File: src/rtl/player_multi_if.sv
// Handshake bundle between the player block and its pulse sources / consumers.
// master drives the debounced pulses; slave (the player) drives ship, bullet and game status.
interface player_multi_if #(
  parameter int unsigned X_WIDTH     = 5,
  parameter int unsigned Y_WIDTH     = 4,
  parameter int unsigned NUM_BULLETS = 2,
  parameter int unsigned SCORE_WIDTH = 8
);
  logic                           enable;
  logic                           left;
  logic                           right;
  logic                           shoot;
  logic                           start;
  logic                           clear_score;
  logic [NUM_BULLETS-1:0]         hit;
  logic                           player_hit;
  logic [X_WIDTH-1:0]             ship_x;
  logic [NUM_BULLETS*X_WIDTH-1:0] bullet_x;
  logic [NUM_BULLETS*Y_WIDTH-1:0] bullet_y;
  logic [NUM_BULLETS-1:0]         bullet_flying;
  logic [SCORE_WIDTH-1:0]         score;
  logic [2:0]                     lives;
  logic [1:0]                     state;

  modport master (
    output enable, left, right, shoot, start, clear_score, hit, player_hit,
    input  ship_x, bullet_x, bullet_y, bullet_flying, score, lives, state
  );

  modport slave (
    input  enable, left, right, shoot, start, clear_score, hit, player_hit,
    output ship_x, bullet_x, bullet_y, bullet_flying, score, lives, state
  );
endinterface

File: src/rtl/player_multi.sv
// Player ship, multi-slot bullet pool with cooldown, saturating score, lives and game FSM.
// Hits act every cycle; movement, bullets and the death timer advance on enable ticks.
module player_multi #(
  parameter int unsigned X_WIDTH     = 5,
  parameter int unsigned Y_WIDTH     = 4,
  parameter int unsigned X_MIN       = 0,
  parameter int unsigned X_MAX       = 31,
  parameter int unsigned Y_START     = 14,
  parameter int unsigned NUM_BULLETS = 2,
  parameter int unsigned SCORE_WIDTH = 8,
  parameter int unsigned LIVES       = 3,
  parameter int unsigned COOLDOWN    = 4,
  parameter int unsigned DEATH_TICKS = 8
) (
  input logic           clk_36MHz,
  input logic           reset,
  player_multi_if.slave bus
);
  localparam int unsigned CENTER = (X_MIN + X_MAX) / 2;
  localparam int unsigned CD_W   = (COOLDOWN > 0) ? $clog2(COOLDOWN + 1) : 1;
  localparam int unsigned DT_W   = $clog2(DEATH_TICKS + 1);
  localparam int unsigned CNT_W  = $clog2(NUM_BULLETS + 1);

  typedef enum logic [1:0] {
    StIdle     = 2'd0,
    StPlaying  = 2'd1,
    StDying    = 2'd2,
    StGameOver = 2'd3
  } state_e;

  state_e                              state_q;
  logic [X_WIDTH-1:0]                  ship_x_q;
  logic [NUM_BULLETS-1:0][X_WIDTH-1:0] bullet_x_q;
  logic [NUM_BULLETS-1:0][Y_WIDTH-1:0] bullet_y_q;
  logic [NUM_BULLETS-1:0]              flying_q;
  logic [SCORE_WIDTH-1:0]              score_q;
  logic [2:0]                          lives_q;
  logic [CD_W-1:0]                     cooldown_q;
  logic [DT_W-1:0]                     death_q;
  logic                                pend_l_q;
  logic                                pend_r_q;
  logic                                pend_s_q;

  logic                         go_left;
  logic                         go_right;
  logic                         go_shoot;
  logic                         found;
  logic [NUM_BULLETS-1:0]       valid_hit;
  logic [NUM_BULLETS-1:0]       free_after;
  logic [NUM_BULLETS-1:0]       launch_sel;
  logic [CNT_W-1:0]             hit_cnt;
  logic [SCORE_WIDTH+CNT_W-1:0] score_sum;
  logic [SCORE_WIDTH-1:0]       score_sat;

  // A pulse coincident with the tick counts for that tick.
  always_comb begin
    go_left    = pend_l_q | bus.left;
    go_right   = pend_r_q | bus.right;
    go_shoot   = pend_s_q | bus.shoot;
    valid_hit  = bus.hit & flying_q;
    hit_cnt    = '0;
    free_after = '0;
    launch_sel = '0;
    found      = 1'b0;
    for (int i = 0; i < NUM_BULLETS; i++) begin
      hit_cnt = hit_cnt + CNT_W'(valid_hit[i]);
      // Slots freed by a hit this cycle are not reusable until the next cycle.
      free_after[i] = !valid_hit[i] && (!flying_q[i] || bullet_y_q[i] == '0);
      if (free_after[i] && !found && go_shoot && cooldown_q == '0) begin
        launch_sel[i] = 1'b1;
        found         = 1'b1;
      end
    end
    score_sum = {{CNT_W{1'b0}}, score_q} + {{SCORE_WIDTH{1'b0}}, hit_cnt};
    score_sat = (|score_sum[SCORE_WIDTH +: CNT_W]) ? '1 : score_sum[SCORE_WIDTH-1:0];
  end

  always_ff @(posedge clk_36MHz) begin
    if (!reset) begin
      state_q    <= StIdle;
      ship_x_q   <= X_WIDTH'(CENTER);
      bullet_x_q <= '0;
      bullet_y_q <= '0;
      flying_q   <= '0;
      score_q    <= '0;
      lives_q    <= 3'(LIVES);
      cooldown_q <= '0;
      death_q    <= '0;
      pend_l_q   <= 1'b0;
      pend_r_q   <= 1'b0;
      pend_s_q   <= 1'b0;
    end else begin
      if (bus.clear_score) begin
        score_q <= '0;
      end
      unique case (state_q)
        StIdle: begin
          ship_x_q <= X_WIDTH'(CENTER);
          flying_q <= '0;
          pend_l_q <= 1'b0;
          pend_r_q <= 1'b0;
          pend_s_q <= 1'b0;
          if (bus.start) begin
            state_q    <= StPlaying;
            lives_q    <= 3'(LIVES);
            score_q    <= '0;
            cooldown_q <= '0;
          end
        end

        StPlaying: begin
          if (bus.player_hit) begin
            flying_q   <= '0;
            cooldown_q <= '0;
            lives_q    <= lives_q - 3'd1;
            pend_l_q   <= 1'b0;
            pend_r_q   <= 1'b0;
            pend_s_q   <= 1'b0;
            if (lives_q == 3'd1) begin
              state_q <= StGameOver;
            end else begin
              state_q <= StDying;
              death_q <= DT_W'(DEATH_TICKS);
            end
          end else begin
            if (!bus.clear_score) begin
              score_q <= score_sat;
            end
            if (bus.enable) begin
              pend_l_q <= 1'b0;
              pend_r_q <= 1'b0;
              pend_s_q <= 1'b0;
              if (go_left && !go_right && ship_x_q != X_WIDTH'(X_MIN)) begin
                ship_x_q <= ship_x_q - X_WIDTH'(1);
              end else if (go_right && !go_left && ship_x_q != X_WIDTH'(X_MAX)) begin
                ship_x_q <= ship_x_q + X_WIDTH'(1);
              end
              if (|launch_sel) begin
                cooldown_q <= CD_W'(COOLDOWN);
              end else if (cooldown_q != '0) begin
                cooldown_q <= cooldown_q - CD_W'(1);
              end
            end else begin
              pend_l_q <= pend_l_q | bus.left;
              pend_r_q <= pend_r_q | bus.right;
              pend_s_q <= pend_s_q | bus.shoot;
            end
            for (int i = 0; i < NUM_BULLETS; i++) begin
              if (bus.enable) begin
                if (launch_sel[i]) begin
                  bullet_x_q[i] <= ship_x_q;
                  bullet_y_q[i] <= Y_WIDTH'(Y_START);
                  flying_q[i]   <= 1'b1;
                end else if (flying_q[i]) begin
                  if (bullet_y_q[i] == '0) begin
                    flying_q[i] <= 1'b0;
                  end else begin
                    bullet_y_q[i] <= bullet_y_q[i] - Y_WIDTH'(1);
                  end
                end
              end
              // A hit wins over this cycle's tick update of the same slot.
              if (valid_hit[i]) begin
                flying_q[i] <= 1'b0;
              end
            end
          end
        end

        StDying: begin
          pend_l_q <= 1'b0;
          pend_r_q <= 1'b0;
          pend_s_q <= 1'b0;
          if (bus.enable) begin
            death_q <= death_q - DT_W'(1);
            if (death_q == DT_W'(1)) begin
              state_q  <= StPlaying;
              ship_x_q <= X_WIDTH'(CENTER);
            end
          end
        end

        StGameOver: begin
          pend_l_q <= 1'b0;
          pend_r_q <= 1'b0;
          pend_s_q <= 1'b0;
          if (bus.start) begin
            state_q    <= StPlaying;
            lives_q    <= 3'(LIVES);
            score_q    <= '0;
            cooldown_q <= '0;
            ship_x_q   <= X_WIDTH'(CENTER);
          end
        end

        default: state_q <= StIdle;
      endcase
    end
  end

  assign bus.state         = state_q;
  assign bus.ship_x        = ship_x_q;
  assign bus.bullet_x      = bullet_x_q;
  assign bus.bullet_y      = bullet_y_q;
  assign bus.bullet_flying = flying_q;
  assign bus.score         = score_q;
  assign bus.lives         = lives_q;
endmodule

File: src/flat_wrapper.sv
// flat-port wrapper written by rule: the top's interface ports become plain ports
module player_multi_flat 
#(
  parameter int unsigned X_WIDTH     = 5,
  parameter int unsigned Y_WIDTH     = 4,
  parameter int unsigned X_MIN       = 0,
  parameter int unsigned X_MAX       = 31,
  parameter int unsigned Y_START     = 14,
  parameter int unsigned NUM_BULLETS = 2,
  parameter int unsigned SCORE_WIDTH = 8,
  parameter int unsigned LIVES       = 3,
  parameter int unsigned COOLDOWN    = 4,
  parameter int unsigned DEATH_TICKS = 8
)
  (clk_36MHz, reset, bus_enable, bus_left, bus_right, bus_shoot, bus_start, bus_clear_score, bus_hit, bus_player_hit, bus_ship_x, bus_bullet_x, bus_bullet_y, bus_bullet_flying, bus_score, bus_lives, bus_state);
  player_multi_if #(.X_WIDTH(X_WIDTH), .Y_WIDTH(Y_WIDTH), .NUM_BULLETS(NUM_BULLETS), .SCORE_WIDTH(SCORE_WIDTH)) bus_i ();
  input logic clk_36MHz;
  input logic reset;
  input wire logic [$bits(bus_i.enable)-1:0] bus_enable;
  input wire logic [$bits(bus_i.left)-1:0] bus_left;
  input wire logic [$bits(bus_i.right)-1:0] bus_right;
  input wire logic [$bits(bus_i.shoot)-1:0] bus_shoot;
  input wire logic [$bits(bus_i.start)-1:0] bus_start;
  input wire logic [$bits(bus_i.clear_score)-1:0] bus_clear_score;
  input wire logic [$bits(bus_i.hit)-1:0] bus_hit;
  input wire logic [$bits(bus_i.player_hit)-1:0] bus_player_hit;
  output wire logic [$bits(bus_i.ship_x)-1:0] bus_ship_x;
  output wire logic [$bits(bus_i.bullet_x)-1:0] bus_bullet_x;
  output wire logic [$bits(bus_i.bullet_y)-1:0] bus_bullet_y;
  output wire logic [$bits(bus_i.bullet_flying)-1:0] bus_bullet_flying;
  output wire logic [$bits(bus_i.score)-1:0] bus_score;
  output wire logic [$bits(bus_i.lives)-1:0] bus_lives;
  output wire logic [$bits(bus_i.state)-1:0] bus_state;
  assign bus_i.enable = bus_enable;
  assign bus_i.left = bus_left;
  assign bus_i.right = bus_right;
  assign bus_i.shoot = bus_shoot;
  assign bus_i.start = bus_start;
  assign bus_i.clear_score = bus_clear_score;
  assign bus_i.hit = bus_hit;
  assign bus_i.player_hit = bus_player_hit;
  assign bus_ship_x = bus_i.ship_x;
  assign bus_bullet_x = bus_i.bullet_x;
  assign bus_bullet_y = bus_i.bullet_y;
  assign bus_bullet_flying = bus_i.bullet_flying;
  assign bus_score = bus_i.score;
  assign bus_lives = bus_i.lives;
  assign bus_state = bus_i.state;
  player_multi #(.X_WIDTH(X_WIDTH), .Y_WIDTH(Y_WIDTH), .X_MIN(X_MIN), .X_MAX(X_MAX), .Y_START(Y_START), .NUM_BULLETS(NUM_BULLETS), .SCORE_WIDTH(SCORE_WIDTH), .LIVES(LIVES), .COOLDOWN(COOLDOWN), .DEATH_TICKS(DEATH_TICKS)) u_core (.clk_36MHz(clk_36MHz), .reset(reset), .bus(bus_i));
endmodule
File: config.mk
export PLATFORM = sky130hd
export DESIGN_NAME = player_multi_flat
export DESIGN_NICKNAME = d
export VERILOG_FILES = /design/src/rtl/player_multi_if.sv /design/src/rtl/player_multi.sv /design/src/flat_wrapper.sv
export SDC_FILE = /design/constraint.sdc
export NUM_CORES = 1
export LEC_CHECK = 0
export ABC_AREA = 1
export BUFFER_PORTS_ARGS = -buffer_cell sky130_fd_sc_hd__buf_2
export CAP_MARGIN = 20
export CORE_MARGIN = 5
export CORE_UTILIZATION = 63
export CTS_BUF_LIST = sky130_fd_sc_hd__clkbuf_8
export DETAILED_ROUTE_END_ITERATION = 7
export PLACE_DENSITY = 0.88
export SYNTH_ARGS = -nofsm -noshare
export SYNTH_HDL_FRONTEND = slang
export SYNTH_SLANG_ARGS = --single-unit
File: constraint.sdc
create_clock -name clk_36MHz -period 5.1 [get_ports clk_36MHz]
set_input_delay 1.02 -clock clk_36MHz [delete_from_list [all_inputs] [get_ports clk_36MHz]]
set_output_delay 1.02 -clock clk_36MHz [all_outputs]
set_load 0.02 [all_outputs]
==> impl_metrics.py <==
metrics = {
    "routing": {
        "ant_nets": 0,
        "route.detailed.drc": 0,
        "dr.pass1.iters": 4,
        "avgViaCountPerCell": 5.44,
        "wl_per_cell_um": 12.9,
        "routed_wl_mm": 6.42,
        "via_count": 2702,
        "drt_iter0_drc": 107,
    },
    "clock_tree": {
        "clkTransAtPathRegs_ns": 0.09,
        "clockRootBuffer": "clkbuf_8",
        "cts.path.max_buffers": 2,
        "postCtsHoldBufs": 0,
        "ctsResizeCount": 0,
        "clock_latency_ns": 0.30,
        "cts.sinks": 48,
        "htreeDepth": 2,
        "cts_setup_buffers": 0,
        "cts_tree": "done",
        "cts_inserted_buffers": 5,
    },
    "global_routing": {
        "antenna_found_initial": 0,
        "grt_max_degree": 22,
        "use_met1_pct": 28.1,
        "grt_pass1_vias": 2559,
        "grt_pass1_wl_mm": 11.3,
        "grt_usage_pct": 22.1,
        "overflow": 0,
        "grt.busiest_layer": "met2",
        "grtUsageMet3_pct": 4.68,
        "grt_use_met2_pct": 37.9,
    },
    "run": {
        "drv_cap": 0,
    },
    "timing": {
        "clock-skew-final_ns": 0.00603,
        "rsz0062_at_grt": "false",
        "min_period_ns": 2.54,
        "finalHoldViolCount": 0,
        "setup_ws_ns": 2.56,
        "tns_ns": 0,
        "setup_viol_count_final": 0,
        "fin_crit_sh_pct": 49.9,
        "maxSlewHeadroom_pct": 49.4,
        "tightest_slew_ns": 0.758,
        "slew_viol_final": 0,
        "fmax_ghz": 0.393,
        "holdWs_ns": 0.451,
    },
    "synth": {
        "yosysTopAreaCellShare_pct": 33.8,
        "syn_area_mm2": 0.00284,
        "synth_area_leaders": "dfxtp_1, nand2_1, inv_1",
        "synth-main-ff-cell": "dfxtp_1",
        "synth_edf_count": 0,
        "synth_seq_cells": 48,
        "synth_async_sr_flop_share_pct": 0,
        "synth.most_common_cell": "nand2_1",
        "yosys.area.top_type": "dfxtp_1",
        "synthTopCellsByCount": "nand2_1, inv_1, dfxtp_1, nor2_1, a21oi_1",
        "ys_seq_area_share_pct": 33.8,
        "yosysWarnings": 0,
        "syn_inst": 395,
        "yosys.cell_types.count": 38,
        "syn_nets": 424,
        "synth.avg_cell_area_um2": 7.19,
    },
    "die": {
        "dieArea_mm2": 0.00595,
        "pin_count": 49,
        "core_mm2": 0.00435,
        "die_h_um": 77.1,
        "start_util_pct": 65.2,
        "num_rows": 24,
        "die_w_um": 77.1,
    },
    "power_and_ir_drop": {
        "p_leak_uw": 0.00156,
        "powerDensity_mw_per_mm2": 479,
        "ir_drop_uv": 353,
        "total_power_uw": 1530,
    },
    "place": {
        "gp_congestion": 0.869,
        "io_buffers": 48,
        "dpl_worst_slack_ns": 2.26,
        "hpwl_mm": 4.89,
    },
    "outcome": {
        "status": "finished, final reports clean",
    },
    "worst_setup_path": {
        "crit_fanout": 3,
        "required_ns": 5.26,
        "crit_type": "in -> reg",
        "end_kind": "flip-flop",
        "worstPathArrival_ns": 2.70,
        "startpoint_type": "primary input",
    },
    "cells_and_area": {
        "nNetsFinal": 473,
        "diodes": 0,
        "area_delta_synth_final_pct": 12.6,
        "drive_gt1_share_pct": 19.1,
    },
    "worst_hold_path": {
        "hold_class": "reg -> reg",
    },
}
## routing by layer
metal | part of all wire (%) | wire [µm]
met1 | 45 | 2900
met2 | 48 | 3080
met3 | 6.0 | 386
met4 | 0.98 | 63
met5 | 0 | 0
## flip-flops by register name, indices dropped and copies added (netlist names)
signal / count
u_core.pend_s_q: 1
u_core.death_q: 4
u_core.bus.bullet_flying: 2
u_core.bus.lives: 3
u_core.bus.state: 2
u_core.pend_r_q: 1
u_core.pend_l_q: 1
u_core.bus.ship_x: 5
u_core.bus.bullet_x: 10
u_core.bus.score: 8
u_core.bus.bullet_y: 8
u_core.cooldown_q: 3
## worst paths after layout
check             depth (start not counted)                                  end                           startpoint  slack (ns)
setup / recovery                         13       u_core.bus.score[7]$_SDFF_PN0_                           bus_hit[0]        2.56
hold / removal                            2  u_core.bus.bullet_x[8]$_SDFFE_PN0P_  u_core.bus.bullet_x[8]$_SDFFE_PN0P_        0.45
setup reg to reg                         12    u_core.bus.ship_x[4]$_SDFFE_PN0P_    u_core.bus.ship_x[0]$_SDFFE_PN1P_        2.98
hold reg to reg                           2  u_core.bus.bullet_x[8]$_SDFFE_PN0P_  u_core.bus.bullet_x[8]$_SDFFE_PN0P_        0.45
## critical path: stages
cell and delay, ns:
buf_2 0.09, nand2_1 0.10, inv_1 0.07, fa_1 0.41, ha_1 0.22, nand3_1 0.11
nor2_1 0.06, nand2_1 0.14, nand2_1 0.11, nor2_1 0.10, nor2_1 0.05, o21ai_0 0.13
a21oi_1 0.08
## kinds of logic after synthesis
group	share of synthesized area (%)
DFF	33.8
AOI/OAI and AO/OA	16.9
xor gates and xnor gates	1.54
and+or+nand+nor	28.9
buffers and inverters	10.4
adders and majority gates	8.46
## final cells by class
cell class | instances | area [µm²]
inverters | 64 | 250
well taps | 52 | 65.1
multi-input cells | 277 | 1580
flip-flops and latches | 48 | 961
clock inverters | 2 | 15.0
repair buffers | 48 | 240
clock buffers | 6 | 82.6
fillers | 359 | 1160
## layout by cell type (no fill, tap or decap), drive strengths merged, types with 2 or more instances in the layout
cell type	instances
nor3	6
ha	16
o211ai	5
nor3b	2
fa	2
o21ai	33
dfxtp	48
a211oi	2
clkinvlp	2
nand3	33
a21oi	39
nor2	47
clkbuf	6
xor2	5
a31oi	2
inv	64
buf	48
or2	3
nand2	75
## through the flow
stage	util (%)	cells	area, µm²
6_report	73.4	497	3200
2_1_floorplan	-	395	2840
4_1_cts	73.4	497	3200
3_3_place_gp	71.2	489	3100
5_1_grt	73.4	497	3200
3_5_place_dp	71.2	489	3100
## power by group
| group | leakage, µW | switching (µW) | internal, µW | total, µW |
|---|---|---|---|---|
| combinational | 0.00112 | 522 | 268 | 790 |
| clock | 0.0000434 | 129 | 110 | 239 |
| sequential | 0.000390 | 65.7 | 438 | 504 |
No activity file was read; power rests on OpenSTA's default activity.
